==> config.mk <==
export PLATFORM = sky130hd
export DESIGN_NAME = ppu_tile_fetch_engine
export DESIGN_NICKNAME = d
export VERILOG_FILES = /design/src/rtl/ppu_fetch_pkg.sv /design/src/rtl/ppu_sprite_xform.sv /design/src/rtl/ppu_tile_fetch_engine.sv
export SDC_FILE = /design/constraint.sdc
export NUM_CORES = 1
export LEC_CHECK = 0
export BUFFER_PORTS_ARGS = -buffer_cell sky130_fd_sc_hd__buf_2
export CORE_MARGIN = 2
export CORE_UTILIZATION = 45
export CTS_CLUSTER_DIAMETER = 80
export DETAILED_ROUTE_END_ITERATION = 16
export PLACE_DENSITY = 0.67
export RECOVER_POWER = 50
export SLEW_MARGIN = 20
export SYNTH_ARGS = -nofsm -noshare
export SYNTH_HDL_FRONTEND = slang
export SYNTH_SLANG_ARGS = --single-unit
export TNS_END_PERCENT = 20
==> constraint.sdc <==
create_clock -name clk -period 6.9 [get_ports clk]
set_input_delay 0.69 -clock clk [delete_from_list [all_inputs] [get_ports clk]]
set_output_delay 0.69 -clock clk [all_outputs]
set_load 0.02 [all_outputs]
==> src/rtl/ppu_fetch_pkg.sv <==
// Shared types and constants for the PPU tile fetch engine.
// Holds the fetch FSM state encoding and control-bit positions.
package ppu_fetch_pkg;

    typedef enum logic [3:0] {
        S_IDLE,
        S_NT,
        S_AT,
        S_PT_LO,
        S_PT_HI,
        S_SPR_SCAN,
        S_SPR_LO,
        S_SPR_HI,
        S_PUSH
    } fetch_state_e;

    localparam int          SPR16_BIT    = 5;
    localparam int          SPR_EN_BIT   = 4;
    localparam logic [15:0] SPR_BANK1    = 16'h1000;
    localparam int          VRAM_LAT_MIN = 1;
    localparam int          VRAM_LAT_MAX = 4;

    function automatic logic [1:0] attr_quad(
        input logic [7:0] attr_byte,
        input logic [1:0] shift
    );
        logic [1:0] q;
        unique case (shift)
            2'd0: q = attr_byte[1:0];
            2'd1: q = attr_byte[3:2];
            2'd2: q = attr_byte[5:4];
            2'd3: q = attr_byte[7:6];
            default: q = 2'd0;
        endcase
        return q;
    endfunction

endpackage

==> src/rtl/ppu_sprite_xform.sv <==
// Sprite plane alignment: optional horizontal flip, then shift
// by the signed distance between tile column and sprite column.
module ppu_sprite_xform (
    input  logic [7:0] plane,
    input  logic [7:0] attr,
    input  logic [8:0] curr_col,
    input  logic [7:0] sprite_col,
    output logic [7:0] aligned
);

    logic [7:0]        src;
    logic signed [9:0] d;
    logic [9:0]        mag;
    logic              unused_attr;

    assign unused_attr = ^{attr[7], attr[5:0]};

    always_comb begin
        src = plane;
        if (attr[6]) begin
            for (int b = 0; b < 8; b++) begin
                src[b] = plane[7-b];
            end
        end
        d   = $signed({curr_col[8], curr_col}) - $signed({2'b00, sprite_col});
        mag = d[9] ? 10'(-d) : 10'(d);
        aligned = 8'h00;
        if (mag < 10'd8) begin
            aligned = d[9] ? (src >> mag[2:0]) : (src << mag[2:0]);
        end
    end

endmodule

==> src/rtl/ppu_tile_fetch_engine.sv <==
// Per-tile VRAM fetch FSM: background bytes, sprite rows, and a
// one-deep valid/ready output slot towards the pixel renderer.
module ppu_tile_fetch_engine
    import ppu_fetch_pkg::*;
#(
    parameter int NUM_SPRITES = 2,
    parameter int VRAM_LAT    = 1
) (
    input  logic                     clk,
    input  logic                     rst,
    input  logic                     start,
    output logic                     busy,
    input  logic [8:0]               curr_row,
    input  logic [8:0]               curr_col,
    input  logic [7:0]               ppu_ctrl1,
    input  logic [7:0]               ppu_ctrl2,
    input  logic [15:0]              nametable_ptr,
    input  logic [15:0]              attr_ptr,
    input  logic [2:0]               pattern_table_offset,
    input  logic [1:0]               attr_shift,
    input  logic [15:0]              background_pattern_base,
    input  logic [15:0]              sprite_pattern_base,
    input  logic [NUM_SPRITES-1:0]   sprite_on_tile,
    input  logic [8*NUM_SPRITES-1:0] sprite_tile_num,
    input  logic [8*NUM_SPRITES-1:0] sprite_row,
    input  logic [8*NUM_SPRITES-1:0] sprite_col,
    input  logic [8*NUM_SPRITES-1:0] sprite_attr,
    output logic [15:0]              vram_addr,
    output logic                     vram_rd_en,
    input  logic [7:0]               vram_data_in,
    output logic                     out_valid,
    input  logic                     out_ready,
    output logic [8:0]               out_row,
    output logic [8:0]               out_col,
    output logic [7:0]               out_bg_lo,
    output logic [7:0]               out_bg_hi,
    output logic [1:0]               out_bg_attr,
    output logic [8*NUM_SPRITES-1:0] out_spr_lo,
    output logic [8*NUM_SPRITES-1:0] out_spr_hi,
    output logic [8*NUM_SPRITES-1:0] out_spr_attr,
    output logic [NUM_SPRITES-1:0]   out_spr_mask
);

    localparam int             IW   = (NUM_SPRITES > 1) ? $clog2(NUM_SPRITES) : 1;
    localparam logic [IW-1:0]  LAST = IW'(NUM_SPRITES - 1);
    localparam logic [2:0]     LAT  = 3'(VRAM_LAT);

    fetch_state_e state, state_nxt;
    logic [2:0]    lat_cnt;
    logic [IW-1:0] idx;

    logic [8:0]  j_row, j_col;
    logic        j_spr16, j_spr_en;
    logic [15:0] j_nt_ptr, j_at_ptr, j_bg_base, j_spr_base;
    logic [2:0]  j_fine_y;
    logic [1:0]  j_attr_shift;
    logic [NUM_SPRITES-1:0] j_on;
    logic [7:0]  j_tile [NUM_SPRITES];
    logic [7:0]  j_srow [NUM_SPRITES];
    logic [7:0]  j_scol [NUM_SPRITES];
    logic [7:0]  j_sattr[NUM_SPRITES];

    logic [7:0]  nt_byte, bg_lo, bg_hi;
    logic [1:0]  bg_attr;
    logic [7:0]  spr_lo [NUM_SPRITES];
    logic [7:0]  spr_hi [NUM_SPRITES];
    logic [NUM_SPRITES-1:0] spr_mask;

    logic        accept, lat_done, slot_free, push, is_fetch, active;
    logic [15:0] pt_addr, spr_addr;
    logic [7:0]  sel_tile, sel_attr, sel_row, aligned;
    logic [3:0]  dy, r16;
    logic [2:0]  r8;
    logic        unused_ctrl;

    assign unused_ctrl = ^{ppu_ctrl1[7:6], ppu_ctrl1[4:0],
                           ppu_ctrl2[7:5], ppu_ctrl2[3:0]};

    assign busy      = (state != S_IDLE);
    assign accept    = (state == S_IDLE) & start;
    assign lat_done  = (lat_cnt == LAT);
    assign slot_free = !out_valid | out_ready;
    assign is_fetch  = state inside {S_NT, S_AT, S_PT_LO, S_PT_HI,
                                     S_SPR_LO, S_SPR_HI};
    assign active    = j_on[idx] & j_spr_en;

    assign pt_addr = j_bg_base + {4'b0, nt_byte, 4'b0}
                   + {13'b0, j_fine_y};

    always_comb begin
        sel_tile = j_tile[idx];
        sel_attr = j_sattr[idx];
        sel_row  = j_srow[idx];
        dy  = 4'(j_row - {1'b0, sel_row});
        r16 = sel_attr[7] ? 4'd15 - dy : dy;
        r8  = sel_attr[7] ? 3'd7 - dy[2:0] : dy[2:0];
        if (j_spr16) begin
            spr_addr = (sel_tile[0] ? SPR_BANK1 : 16'h0000)
                     + {4'b0, sel_tile[7:1], 5'b0}
                     + {11'b0, r16[3], 4'b0}
                     + {13'b0, r16[2:0]};
        end else begin
            spr_addr = j_spr_base + {4'b0, sel_tile, 4'b0}
                     + {13'b0, r8};
        end
    end

    ppu_sprite_xform u_xform (
        .plane      (vram_data_in),
        .attr       (sel_attr),
        .curr_col   (j_col),
        .sprite_col (j_scol[idx]),
        .aligned    (aligned)
    );

    always_comb begin
        state_nxt = state;
        vram_addr = 16'h0000;
        push      = 1'b0;
        unique case (state)
            S_IDLE: if (start) state_nxt = S_NT;
            S_NT: begin
                vram_addr = j_nt_ptr;
                if (lat_done) state_nxt = S_AT;
            end
            S_AT: begin
                vram_addr = j_at_ptr;
                if (lat_done) state_nxt = S_PT_LO;
            end
            S_PT_LO: begin
                vram_addr = pt_addr;
                if (lat_done) state_nxt = S_PT_HI;
            end
            S_PT_HI: begin
                vram_addr = pt_addr + 16'd8;
                if (lat_done) state_nxt = S_SPR_SCAN;
            end
            S_SPR_SCAN: begin
                if (active) state_nxt = S_SPR_LO;
                else if (idx == LAST) state_nxt = S_PUSH;
            end
            S_SPR_LO: begin
                vram_addr = spr_addr;
                if (lat_done) state_nxt = S_SPR_HI;
            end
            S_SPR_HI: begin
                vram_addr = spr_addr + 16'd8;
                if (lat_done) begin
                    state_nxt = (idx == LAST) ? S_PUSH : S_SPR_SCAN;
                end
            end
            S_PUSH: begin
                if (slot_free) begin
                    push      = 1'b1;
                    state_nxt = S_IDLE;
                end
            end
            default: state_nxt = S_IDLE;
        endcase
        vram_rd_en = is_fetch & (lat_cnt == 3'd0);
    end

    always_ff @(posedge clk or negedge rst) begin
        if (!rst) begin
            state   <= S_IDLE;
            lat_cnt <= 3'd0;
            idx     <= '0;
        end else begin
            state <= state_nxt;
            if (is_fetch && !lat_done) lat_cnt <= lat_cnt + 3'd1;
            else lat_cnt <= 3'd0;
            if (accept) begin
                idx <= '0;
            end else if (idx != LAST) begin
                if ((state == S_SPR_SCAN && !active) ||
                    (state == S_SPR_HI && lat_done)) begin
                    idx <= idx + 1'b1;
                end
            end
        end
    end

    always_ff @(posedge clk or negedge rst) begin
        if (!rst) begin
            j_row <= '0; j_col <= '0;
            j_spr16 <= 1'b0; j_spr_en <= 1'b0;
            j_nt_ptr <= '0; j_at_ptr <= '0;
            j_bg_base <= '0; j_spr_base <= '0;
            j_fine_y <= '0; j_attr_shift <= '0;
            j_on <= '0;
            nt_byte <= '0; bg_lo <= '0; bg_hi <= '0; bg_attr <= '0;
            spr_mask <= '0;
            out_valid <= 1'b0;
            out_row <= '0; out_col <= '0;
            out_bg_lo <= '0; out_bg_hi <= '0; out_bg_attr <= '0;
            out_spr_lo <= '0; out_spr_hi <= '0;
            out_spr_attr <= '0; out_spr_mask <= '0;
            for (int i = 0; i < NUM_SPRITES; i++) begin
                j_tile[i] <= '0; j_srow[i] <= '0;
                j_scol[i] <= '0; j_sattr[i] <= '0;
                spr_lo[i] <= '0; spr_hi[i] <= '0;
            end
        end else begin
            if (accept) begin
                j_row        <= curr_row;
                j_col        <= curr_col;
                j_spr16      <= ppu_ctrl1[SPR16_BIT];
                j_spr_en     <= ppu_ctrl2[SPR_EN_BIT];
                j_nt_ptr     <= nametable_ptr;
                j_at_ptr     <= attr_ptr;
                j_bg_base    <= background_pattern_base;
                j_spr_base   <= sprite_pattern_base;
                j_fine_y     <= pattern_table_offset;
                j_attr_shift <= attr_shift;
                j_on         <= sprite_on_tile;
                spr_mask     <= '0;
                for (int i = 0; i < NUM_SPRITES; i++) begin
                    j_tile[i]  <= sprite_tile_num[8*i +: 8];
                    j_srow[i]  <= sprite_row[8*i +: 8];
                    j_scol[i]  <= sprite_col[8*i +: 8];
                    j_sattr[i] <= sprite_attr[8*i +: 8];
                end
            end
            if (lat_done) begin
                unique case (state)
                    S_NT:     nt_byte <= vram_data_in;
                    S_AT:     bg_attr <= attr_quad(vram_data_in, j_attr_shift);
                    S_PT_LO:  bg_lo   <= vram_data_in;
                    S_PT_HI:  bg_hi   <= vram_data_in;
                    S_SPR_LO: spr_lo[idx] <= aligned;
                    S_SPR_HI: begin
                        spr_hi[idx]   <= aligned;
                        spr_mask[idx] <= 1'b1;
                    end
                    default: ;
                endcase
            end
            if (state == S_SPR_SCAN && !active) begin
                spr_lo[idx]   <= 8'h00;
                spr_hi[idx]   <= 8'h00;
                spr_mask[idx] <= 1'b0;
            end
            // Loading and draining in the same cycle keeps the slot full.
            if (push) begin
                out_valid    <= 1'b1;
                out_row      <= j_row;
                out_col      <= j_col;
                out_bg_lo    <= bg_lo;
                out_bg_hi    <= bg_hi;
                out_bg_attr  <= bg_attr;
                out_spr_mask <= spr_mask;
                for (int i = 0; i < NUM_SPRITES; i++) begin
                    out_spr_lo[8*i +: 8]   <= spr_lo[i];
                    out_spr_hi[8*i +: 8]   <= spr_hi[i];
                    out_spr_attr[8*i +: 8] <= j_sattr[i];
                end
            end else if (out_valid && out_ready) begin
                out_valid <= 1'b0;
            end
        end
    end

endmodule
Word level (Yosys, flattened, before mapping). Cells that the tools add are included.

Register bits after elaboration: 302. Input port bits: 181. Output and inout bits: 105. Word-level logic and storage cells: 177.

$add $sub $neg: 16. Magnitude comparators: 5. Equality and inequality tests: 21. Shifts and indexed selects: 2. Mux-type cells: 60. Bitwise operators: 11. Reduce and logical (&&, ||, !) cells: 21.

Operators with widths (count): 2-to-1 mux 16 bit (7); 2-to-1 mux 8 bit (13); case mux 16 bit (6 select lines) (1); 2-to-1 mux 4 bit (15); case mux 4 bit (9 select lines) (1); adder 16 x 12 -> 16 bit (2); adder 16 x 3 -> 16 bit (2); adder 16 x 4 -> 16 bit, second input constant (2); AND 16 bit (2); bitwise mux 16 bit (2); adder 15 x 3 -> 16 bit (1); == test 4 x 3 -> 1 bit, second input constant (4); inequality test 2 bit, second input constant (8); NOT 16 bit (1); adder 14 x 5 -> 15 bit (1); adder 13 x 12 -> 14 bit (1); 2-to-1 mux 13 bit (1); less-than comparator 10 x 4 -> 1 bit, second input constant (1); 2-to-1 mux 1 bit (10); 2-to-1 mux 10 bit (1); negator 10 bit (1); subtractor 9 x 9 -> 10 bit (1); AND reduction 9 bit (1); demux 8 bit (select 1 bit) (1); other kinds (38) (56).

Longest topological paths before layout. Gate-level depths: netlist of run 1.

Depth in word-level cells: 15. Depth in mapped cells: 21.

Hierarchy. From an unflattened synthesis of run 1, not the netlist that was laid out.

Cell total of the unflattened synthesis: 1322. Area, all modules: 15825.2 sq um.

By module, submodules not included: ppu_tile_fetch_engine (times used 1, cells an instance 1114, area an instance 14371.3 sq um); ppu_sprite_xform (times used 1, cells an instance 208, area an instance 1453.9 sq um).

Worst setup path after synthesis of run 1. Ideal clock, no wire load.

Kind: reg-to-output. Start point: register idx. End point: output vram_addr[13]. Arrival time: 5.687 ns. Required time: 6.210 ns. Path slack: 0.523 ns. Stages on the path, launching flop included: 18. Path buffers: 4. Cell sequence: dfrtp_1 > buf_1 > clkbuf_1 > buf_1 > clkbuf_1 > mux2i_1 > fa_1 > xnor2_1 > fa_1 > a21o_1 > a2111oi_4 > nor4_1 > or3_4 > o32a_1 > a2111o_1 > o21ai_0 > a21oi_1 > or3_1.

Longest elaborated chain between the ends: 12. Elaborated cells between the ends (all ways): 24. Classes of those cells: 9 x add/sub; 14 x mux; 1 x bitwise.

RTL lines: from (decl) (RTL line ppu_tile_fetch_engine.sv:50) `logic [IW-1:0] idx;`; from (signal assigned) (RTL line ppu_tile_fetch_engine.sv:177) `idx <= idx + 1'b1;`; NOT 1 -> 2 bit (not written as such) (*) (RTL line ppu_tile_fetch_engine.sv:91, ppu_tile_fetch_engine.sv:92, ppu_tile_fetch_engine.sv:93); 2-to-1 mux 4 bit (not written as such) (3 in series) (RTL line ppu_tile_fetch_engine.sv:93) `sel_row = j_srow[idx];`; subtractor 4 bit (RTL line ppu_tile_fetch_engine.sv:94) `dy = 4'(j_row - {1'b0, sel_row});`; subtractor 4 bit (RTL line ppu_tile_fetch_engine.sv:95) `r16 = sel_attr[7] ? 4'd15 - dy : dy;`; 2-to-1 mux 4 bit (RTL line ppu_tile_fetch_engine.sv:95); adder 14 x 5 -> 15 bit (RTL line ppu_tile_fetch_engine.sv:100) `+ {11'b0, r16[3], 4'b0}`; adder 15 x 3 -> 16 bit (RTL line ppu_tile_fetch_engine.sv:101) `+ {13'b0, r16[2:0]};`; 2-to-1 mux 16 bit (*) (RTL line ppu_tile_fetch_engine.sv:97) `if (j_spr16) begin`; adder 16 x 4 -> 16 bit (RTL line ppu_tile_fetch_engine.sv:147) `vram_addr = spr_addr + 16'd8;`; case mux 16 bit (6 select lines) (*) (RTL line ppu_tile_fetch_engine.sv:120) `unique case (state)`; to (decl) (RTL line ppu_tile_fetch_engine.sv:28) `output logic [15:0] vram_addr,`.

Mark *: on every way between the ends. The rest lies on a longest branch, timed or not. The select of a mux whose other input is x is not followed.

Worst setup path in the final report of run 1. Ends and elaborated chain as after synthesis.

==> results.json, run 1 <==
{
  "htreeDepth": 2,
  "final_cell_mix": "301 x dfrtp_1, 273 x mux2_2, 213 x buf_2, 102 x nand2_1, 65 x o21ai_0",
  "rsz0062_at_grt": "no",
  "synthArstFlopShare_pct": 100,
  "area_growth_pct": 18.3,
  "root_buffer": "clkbuf_16",
  "highest_layer": "met5",
  "clockBufferDepth": 3,
  "wl_met1_mm": 17.6,
  "worst_pin_slew_ns": 2.44,
  "wl_per_cell_um": 18.9,
  "syn_area_um2": 15300,
  "place_inst": 1957,
  "synth_cell_type_count": 68,
  "core_area_um2": 33400,
  "dp_hpwl_mm": 27.7,
  "layout_min_cycle_time_ns": 6.36,
  "ys_seq_elements": 302,
  "synth_edf_count": 0,
  "overflow": 0,
  "io_pins": 286,
  "cts_buffers": 35,
  "finalHoldViolCount": 0,
  "arrival_ns": 5.67,
  "die_area_um2": 35400,
  "slowest_delay_ns": 0.62,
  "ctsResizeCount": 0,
  "crit_type": "reg -> out",
  "syn_inst": 1295,
  "cp_top_family": "compound AO/OA/AOI/OAI gates",
  "num_rows": 67,
  "synth_area_leader_cell": "dfrtp_1",
  "hold_buffers": 0,
  "hp-class": "in -> reg",
  "slew_headroom_pct": -62.8,
  "cts_tree": "yes",
  "grt_first_pass_wirelength_mm": 60.3,
  "synth_warnings": 0,
  "die_h_um": 188,
  "path_buf_inv": 2,
  "drive_above_1_share_pct": 36.3,
  "grt_pass1_vias": 11000,
  "final_cells": 2018,
  "synthesis.nets": 1519,
  "dr.pass1.iters": 4,
  "final_common_cell": "dfrtp_1",
  "die_x_um": 188,
  "grt_antenna_before_repair": 8,
  "clk_latency_ns": 0.52,
  "clock_skew_ns": 0.0114,
  "cp_common_cell": "fa_1",
  "period_share_pct": 92.2,
  "fillCellCount": 2957,
  "drv_cap": 2,
  "dr_wl_met2_mm": 17.1,
  "start_util_pct": 45.7,
  "fmaxAchievable_mhz": 157,
  "ant_nets": 0,
  "wl_met3_mm": 2.13,
  "crit_fanout": 15,
  "drc": 0,
  "grt_util_all_layers_pct": 21.4,
  "cts.sinks": 302,
  "post_cts_buffers": 0,
  "ys.flop_type": "dfrtp_1",
  "timing.hold.ws_ns": 0.398,
  "drt-initial-drc-count": 790,
  "final_nets": 1771,
  "path_cells": "mux2_2 > ha_1 > inv_1 > fa_1 > xnor2_1 > fa_1 > a21o_1 > a2111oi_4 > nor4_1 > or3_4 > o32a_1 > a2111o_1 > o21ai_0 > a21oi_1 > or3_1 > buf_2",
  "status": "complete, but fails checks",
  "required_ns": 6.21,
  "drv_slew": 133,
  "synth_top_area_share_pct": 49.5,
  "crit_path_start_kind": "register",
  "postSynthAreaPerCell_um2": 11.8,
  "port_buffers": 263,
  "endpoint_kind": "output pin",
  "path_clk_slew_ns": 0.06,
  "synth-seq-area-share_pct": 49.5,
  "violations": "capacitance limit, slew limit",
  "tns_ns": 0,
  "grt_max_degree": 173,
  "gp_congestion": 0.906,
  "setup_viol": 0,
  "synthTopCellsByArea": "dfrtp_1 49%, mux2_2 20%, ha_1 3.2%, mux2i_1 2.8%, nand2_1 2.5%",
  "vias": 11200,
  "postRouteWirelength_mm": 38.1,
  "crit_slowest_cell": "dfrtp_2",
  "via_per_inst": 5.53
}
==> cells in the mapped netlist (11+ instances only) <==
| cell type | count |
|---|---|
| nand2b_1 | 11 |
| ha_1 | 39 |
| nor3_1 | 13 |
| a21oi_1 | 46 |
| nor2b_1 | 11 |
| inv_1 | 24 |
| xnor2_1 | 27 |
| o21ai_0 | 65 |
| mux2i_1 | 43 |
| dfrtp_1 | 302 |
| xor2_1 | 15 |
| or3_1 | 11 |
| nand3_1 | 20 |
| nor2_1 | 54 |
| clkbuf_1 | 46 |
| o21a_1 | 11 |
| mux2_2 | 273 |
| nand2_1 | 103 |
==> path summary, 6_finish.rpt <==
check,start,to,depth (start not counted),slack (ns)
max in group asynchronous,rst,async pin,2,3.06
worst max-delay path,idx,vram_addr[13],16,0.54
min in group asynchronous,rst,j_at_ptr[8],1,0.64
worst max register to register,idx,register,12,2.08
worst min register to register,register,register,2,0.48
worst min-delay path,sprite_attr[13],j_sattr[5],2,0.40
==> routing by layer <==
| layer | up-vias | track usage, % |
|---|---|---|
| li1 | 5253 | - |
| met1 | 5499 | 29.9 |
| met2 | 325 | 33.4 |
| met3 | 79 | 4.02 |
| met4 | 8 | 7.51 |
| met5 | - | 0 |
==> metrics by stage <==
step / setup WS, ns / utilization [%] / area (um^2)
after floorplan: 0.523 / - / 15300
after global placement: 1.13 / 50.9 / 17000
after detailed placement: 1.10 / 50.9 / 17000
after CTS: 0.516 / 54.2 / 18100
after global routing: 0.261 / 54.0 / 18100
final: 0.539 / 54.0 / 18100
==> kinds of logic (layout without fill, tap and decap cells) <==
family / after synthesis / count (layout) / share of synthesized area [%]
mux: 319 / 319 / 23.3
xor+xnor: 42 / 42 / 2.41
other cells: 0 / 2 / 0
fa+ha+maj: 43 / 43 / 3.72
flops: 302 / 302 / 49.5
buf+inv: 80 / 353 / 1.97
simple gates: 265 / 265 / 8.29
compound gates: 244 / 244 / 10.8
==> area by class of cell <==
type	count	area [um^2]	area share [%]
clock inverter	13	126	0.699
sequential	302	7560	41.8
tap	448	561	3.10
clock buffer	45	975	5.39
multi-input combinational	913	7440	41.1
inverter	24	90.1	0.498
antenna	2	5.00	0.0277
timing repair buffer	271	1320	7.32
Power of run 1 is not shown: default switching activity piles up to over one toggle a cycle in this logic, so the estimate is an artifact.
==> inputs of run 2 (changes only) <==
CORE_ASPECT_RATIO = 1.1   (was unset)
==> run 2 against run 1 <==
- the run still ends with capacitance limit, slew limit left
- sequential share of layout area fell by 0.15 points
- worst hold slack got worse by 0.0032 ns
- clock skew rose by 0.0071 ns
- critical path type unchanged
- highest routed layer unchanged
==> results.json, run 2 (synthesis results as in run 1) <==
{
  "period_share_pct": 92.9,
  "start_util_pct": 45.8,
  "crit_type": "reg -> out",
  "num_rows": 70,
  "postRouteWirelength_mm": 38.4,
  "clock_skew_ns": 0.0184,
  "die_h_um": 197,
  "grt_first_pass_wirelength_mm": 60.9,
  "dr.pass1.iters": 8,
  "post_cts_buffers": 0,
  "worst_pin_slew_ns": 3.78,
  "finalHoldViolCount": 0,
  "cts_buffers": 35,
  "io_pins": 286,
  "drive_above_1_share_pct": 36.5,
  "drt-initial-drc-count": 616,
  "cp_top_family": "compound AO/OA/AOI/OAI gates",
  "arrival_ns": 5.72,
  "dpl_cell_area_um2": 17000,
  "via_per_inst": 5.59,
  "core_area_um2": 33400,
  "grt_max_degree": 156,
  "clk_latency_ns": 0.53,
  "clockBufferDepth": 3,
  "status": "complete, but fails checks",
  "path_cells": "mux2_2 > ha_1 > inv_1 > fa_1 > xnor2_1 > fa_1 > a21o_1 > a2111oi_4 > nor4_1 > or3_4 > o32a_1 > a2111o_1 > nor4b_2 > xnor2_1 > o221ai_2 > buf_2",
  "port_buffers": 263,
  "post-route-cell-area_um2": 18100,
  "gp_congestion": 0.908,
  "ant_nets": 0,
  "grt_antenna_before_repair": 6,
  "hp-class": "in -> reg",
  "fmaxAchievable_mhz": 156,
  "endpoint_kind": "output pin",
  "final_cell_mix": "301 x dfrtp_1, 273 x mux2_2, 213 x buf_2, 102 x nand2_1, 65 x o21ai_0",
  "ctsResizeCount": 0,
  "multi_input_area_um2": 7440,
  "die_area_um2": 35400,
  "fillCellCount": 2939,
  "die_x_um": 180,
  "grt_pass1_vias": 11300,
  "drc": 0,
  "grt_util_all_layers_pct": 21.3,
  "area_growth_pct": 18.8,
  "cts_tree": "yes",
  "wl_per_cell_um": 19.1,
  "violations": "capacitance limit, slew limit",
  "dp_hpwl_mm": 27.7,
  "htreeDepth": 2,
  "hold_buffers": 0,
  "vias": 11200,
  "rsz0062_at_grt": "no",
  "cts.sinks": 302,
  "path_buf_inv": 2,
  "layout_min_cycle_time_ns": 6.41,
  "final_nets": 1771,
  "crit_path_start_kind": "register",
  "required_ns": 6.21,
  "final_common_cell": "dfrtp_1",
  "drv_cap": 3,
  "overflow": 0,
  "setup_viol": 0,
  "root_buffer": "clkbuf_16",
  "drv_slew": 263,
  "slowest_delay_ns": 0.66,
  "slew_headroom_pct": -152,
  "path_clk_slew_ns": 0.06,
  "regArea_um2": 7560,
  "tns_ns": 0,
  "crit_fanout": 17,
  "crit_slowest_cell": "dfrtp_2"
}
==> run 2: layout make-up <==
cell class	instances	area share [%]
clock inverter	17	1.21
clock buffer	44	5.41
timing repair buffer	271	7.21
tap	432	2.98
multi-input combinational	913	41.0
inverter	24	0.497
sequential	302	41.7
antenna	2	0.0276
==> run 2: routing by layer <==
| metal | vias to the layer above | share of wire, % | GRT usage (%) | routed length (um) |
|---|---|---|---|---|
| met4 | 6 | 3.2 | 7.77 | 1240 |
| met5 | - | 0.089 | 0 | 34 |
| met2 | 319 | 46 | 34.0 | 17800 |
| met3 | 68 | 5.4 | 4.30 | 2060 |
| li1 | 5265 | - | - | - |
| met1 | 5541 | 45 | 29.1 | 17200 |
==> run 2: path summary, 6_finish.rpt <==
path | start | end | slack, ns | cells past startpoint
worst max-delay path | idx | vram_addr[15] | 0.49 | 16
worst min-delay path | sprite_attr[11] | j_sattr[3] | 0.39 | 2
worst max register to register | idx | register | 2.01 | 12
worst min register to register | register | register | 0.48 | 2
max in group asynchronous | rst | nt_byte[6] | 1.49 | 3
min in group asynchronous | rst | j_spr_base[14] | 1.47 | 1
==> run 2: through the flow <==
stage	worst slack (ns)	cells	hold slack [ns]	util, %
2_1_floorplan	0.523	1295	0.394	-
6_report	0.493	2005	0.394	54.4
4_1_cts	0.478	2002	0.138	54.6
3_5_place_dp	1.04	1941	0.471	51.0
5_1_grt	0.192	2004	0.383	54.4
3_3_place_gp	1.08	1941	0.460	51.0
Power of run 2 is left out for the same reason.
==> inputs of run 3 (changes only) <==
CTS_CLUSTER_DIAMETER = 200   (was 80)
RECOVER_POWER = unset   (was 50)
==> run 3 against run 2 <==
- the run now ends clean
- core utilization rose by 0.31 points
- wire length shrank 0.11%
- worst hold slack got worse by 0.28 ns
- non-clock buffer count stayed put
- global-route usage unchanged
- flip-flop and latch count unchanged
- final cell count unchanged
- register-to-register slack got worse by 0.02 ns
- final area grew 0.57%
- fmax hardly changed
- clock skew barely moved
==> results.json, run 3 (synthesis results as in run 1) <==
{
  "final_nets": 1771,
  "place_inst": 1941,
  "grt_pass1_vias": 11300,
  "required_ns": 6.21,
  "dr.pass1.iters": 7,
  "clockBufferDepth": 3,
  "timing.hold.ws_ns": 0.116,
  "endpoint_kind": "output pin",
  "period_share_pct": 92.8,
  "cts.sinks": 302,
  "clock_skew_ns": 0.0187,
  "cts_tree": "yes",
  "tns_ns": 0,
  "die_x_um": 180,
  "ctsResizeCount": 0,
  "wl_per_cell_um": 19.1,
  "grt_max_degree": 156,
  "crit_fanout": 17,
  "die_h_um": 197,
  "vias": 11200,
  "drive_above_1_share_pct": 39.7,
  "setup_viol": 0,
  "cts_buffers": 35,
  "clk_latency_ns": 0.53,
  "drv_cap": 0,
  "crit_type": "reg -> out",
  "io_pins": 286,
  "grt_antenna_before_repair": 6,
  "start_util_pct": 45.8,
  "status": "completed",
  "ant_nets": 0,
  "num_rows": 70,
  "fmaxAchievable_mhz": 156,
  "area_growth_pct": 19.4,
  "drv_slew": 0,
  "layout_min_cycle_time_ns": 6.40,
  "rsz0062_at_grt": "no",
  "gp_congestion": 0.908,
  "core_area_um2": 33400,
  "grt_util_all_layers_pct": 21.3,
  "via_per_inst": 5.56,
  "dp_hpwl_mm": 27.7,
  "finalHoldViolCount": 0,
  "worst_pin_slew_ns": 1.06,
  "port_buffers": 263,
  "final_common_cell": "dfrtp_1",
  "root_buffer": "clkbuf_16",
  "arrival_ns": 5.71,
  "post-route-cell-area_um2": 18200,
  "hp-class": "in -> async",
  "post_cts_buffers": 0,
  "drt-initial-drc-count": 687,
  "grt_first_pass_wirelength_mm": 60.9,
  "htreeDepth": 2,
  "crit_path_start_kind": "register",
  "path_clk_slew_ns": 0.06,
  "postRouteWirelength_mm": 38.3,
  "dpl_cell_area_um2": 17000,
  "final_cell_mix": "301 x dfrtp_1, 273 x mux2_2, 262 x buf_2, 102 x nand2_1, 65 x o21ai_0",
  "drc": 0,
  "die_area_um2": 35400,
  "slew_headroom_pct": 29.2,
  "hold_buffers": 0,
  "overflow": 0,
  "final_cells": 2005
}
run 3: cell count changes in the layout (fill, tap and decap cells not counted), sizes merged:
cell and change:
buf +53, clkbuf -53
run 3: area by class of cell:
cell class	count	area (um^2)
clock buffers	44	981
well taps	432	541
inverters	24	90.1
diodes	2	5.00
clock inverters	17	220
flip-flops and latches	302	7560
repair buffers	271	1410
multi-input cells	913	7440
fillers	2915	15100
run 3: critical path, stage by stage (launching register included):
cell	delay, ns
dfrtp_2	0.66
mux2_2	0.39
ha_1	0.17
inv_1	0.08
fa_1	0.42
xnor2_1	0.20
fa_1	0.48
a21o_1	0.22
a2111oi_4	0.42
nor4_1	0.12
or3_4	0.42
o32a_1	0.38
a2111o_1	0.40
o21ai_0	0.18
a21oi_1	0.08
or3_1	0.40
buf_2	0.17
run 3: layer usage:
layer | GRT usage [%] | wire length (um) | vias to the layer above
li1 | - | - | 5258
met1 | 29.1 | 17100 | 5512
met2 | 34.0 | 17900 | 313
met3 | 4.30 | 2130 | 66
met4 | 7.77 | 1210 | 6
met5 | 0 | 34 | -
run 3: final timing paths:
| check | start | endpoint | slack (ns) | cells after the start |
|---|---|---|---|---|
| min | rst | j_spr_base[14] | 0.12 | 1 |
| max reg2reg | idx | register | 1.99 | 12 |
| min reg2reg | register | register | 0.48 | 2 |
| max | idx | vram_addr[13] | 0.50 | 16 |
| max in group asynchronous | rst | async pin | 5.56 | 2 |
| min in group clk | sprite_attr[11] | j_sattr[3] | 0.39 | 2 |
run 3: metrics by stage:
stage | utilization, % | worst slack (ns)
2_1_floorplan | - | 0.523
3_3_place_gp | 51.0 | 1.08
3_5_place_dp | 51.0 | 1.04
4_1_cts | 54.6 | 0.478
5_1_grt | 54.7 | 0.192
6_report | 54.7 | 0.498
Power of run 3 is left out for the same reason.
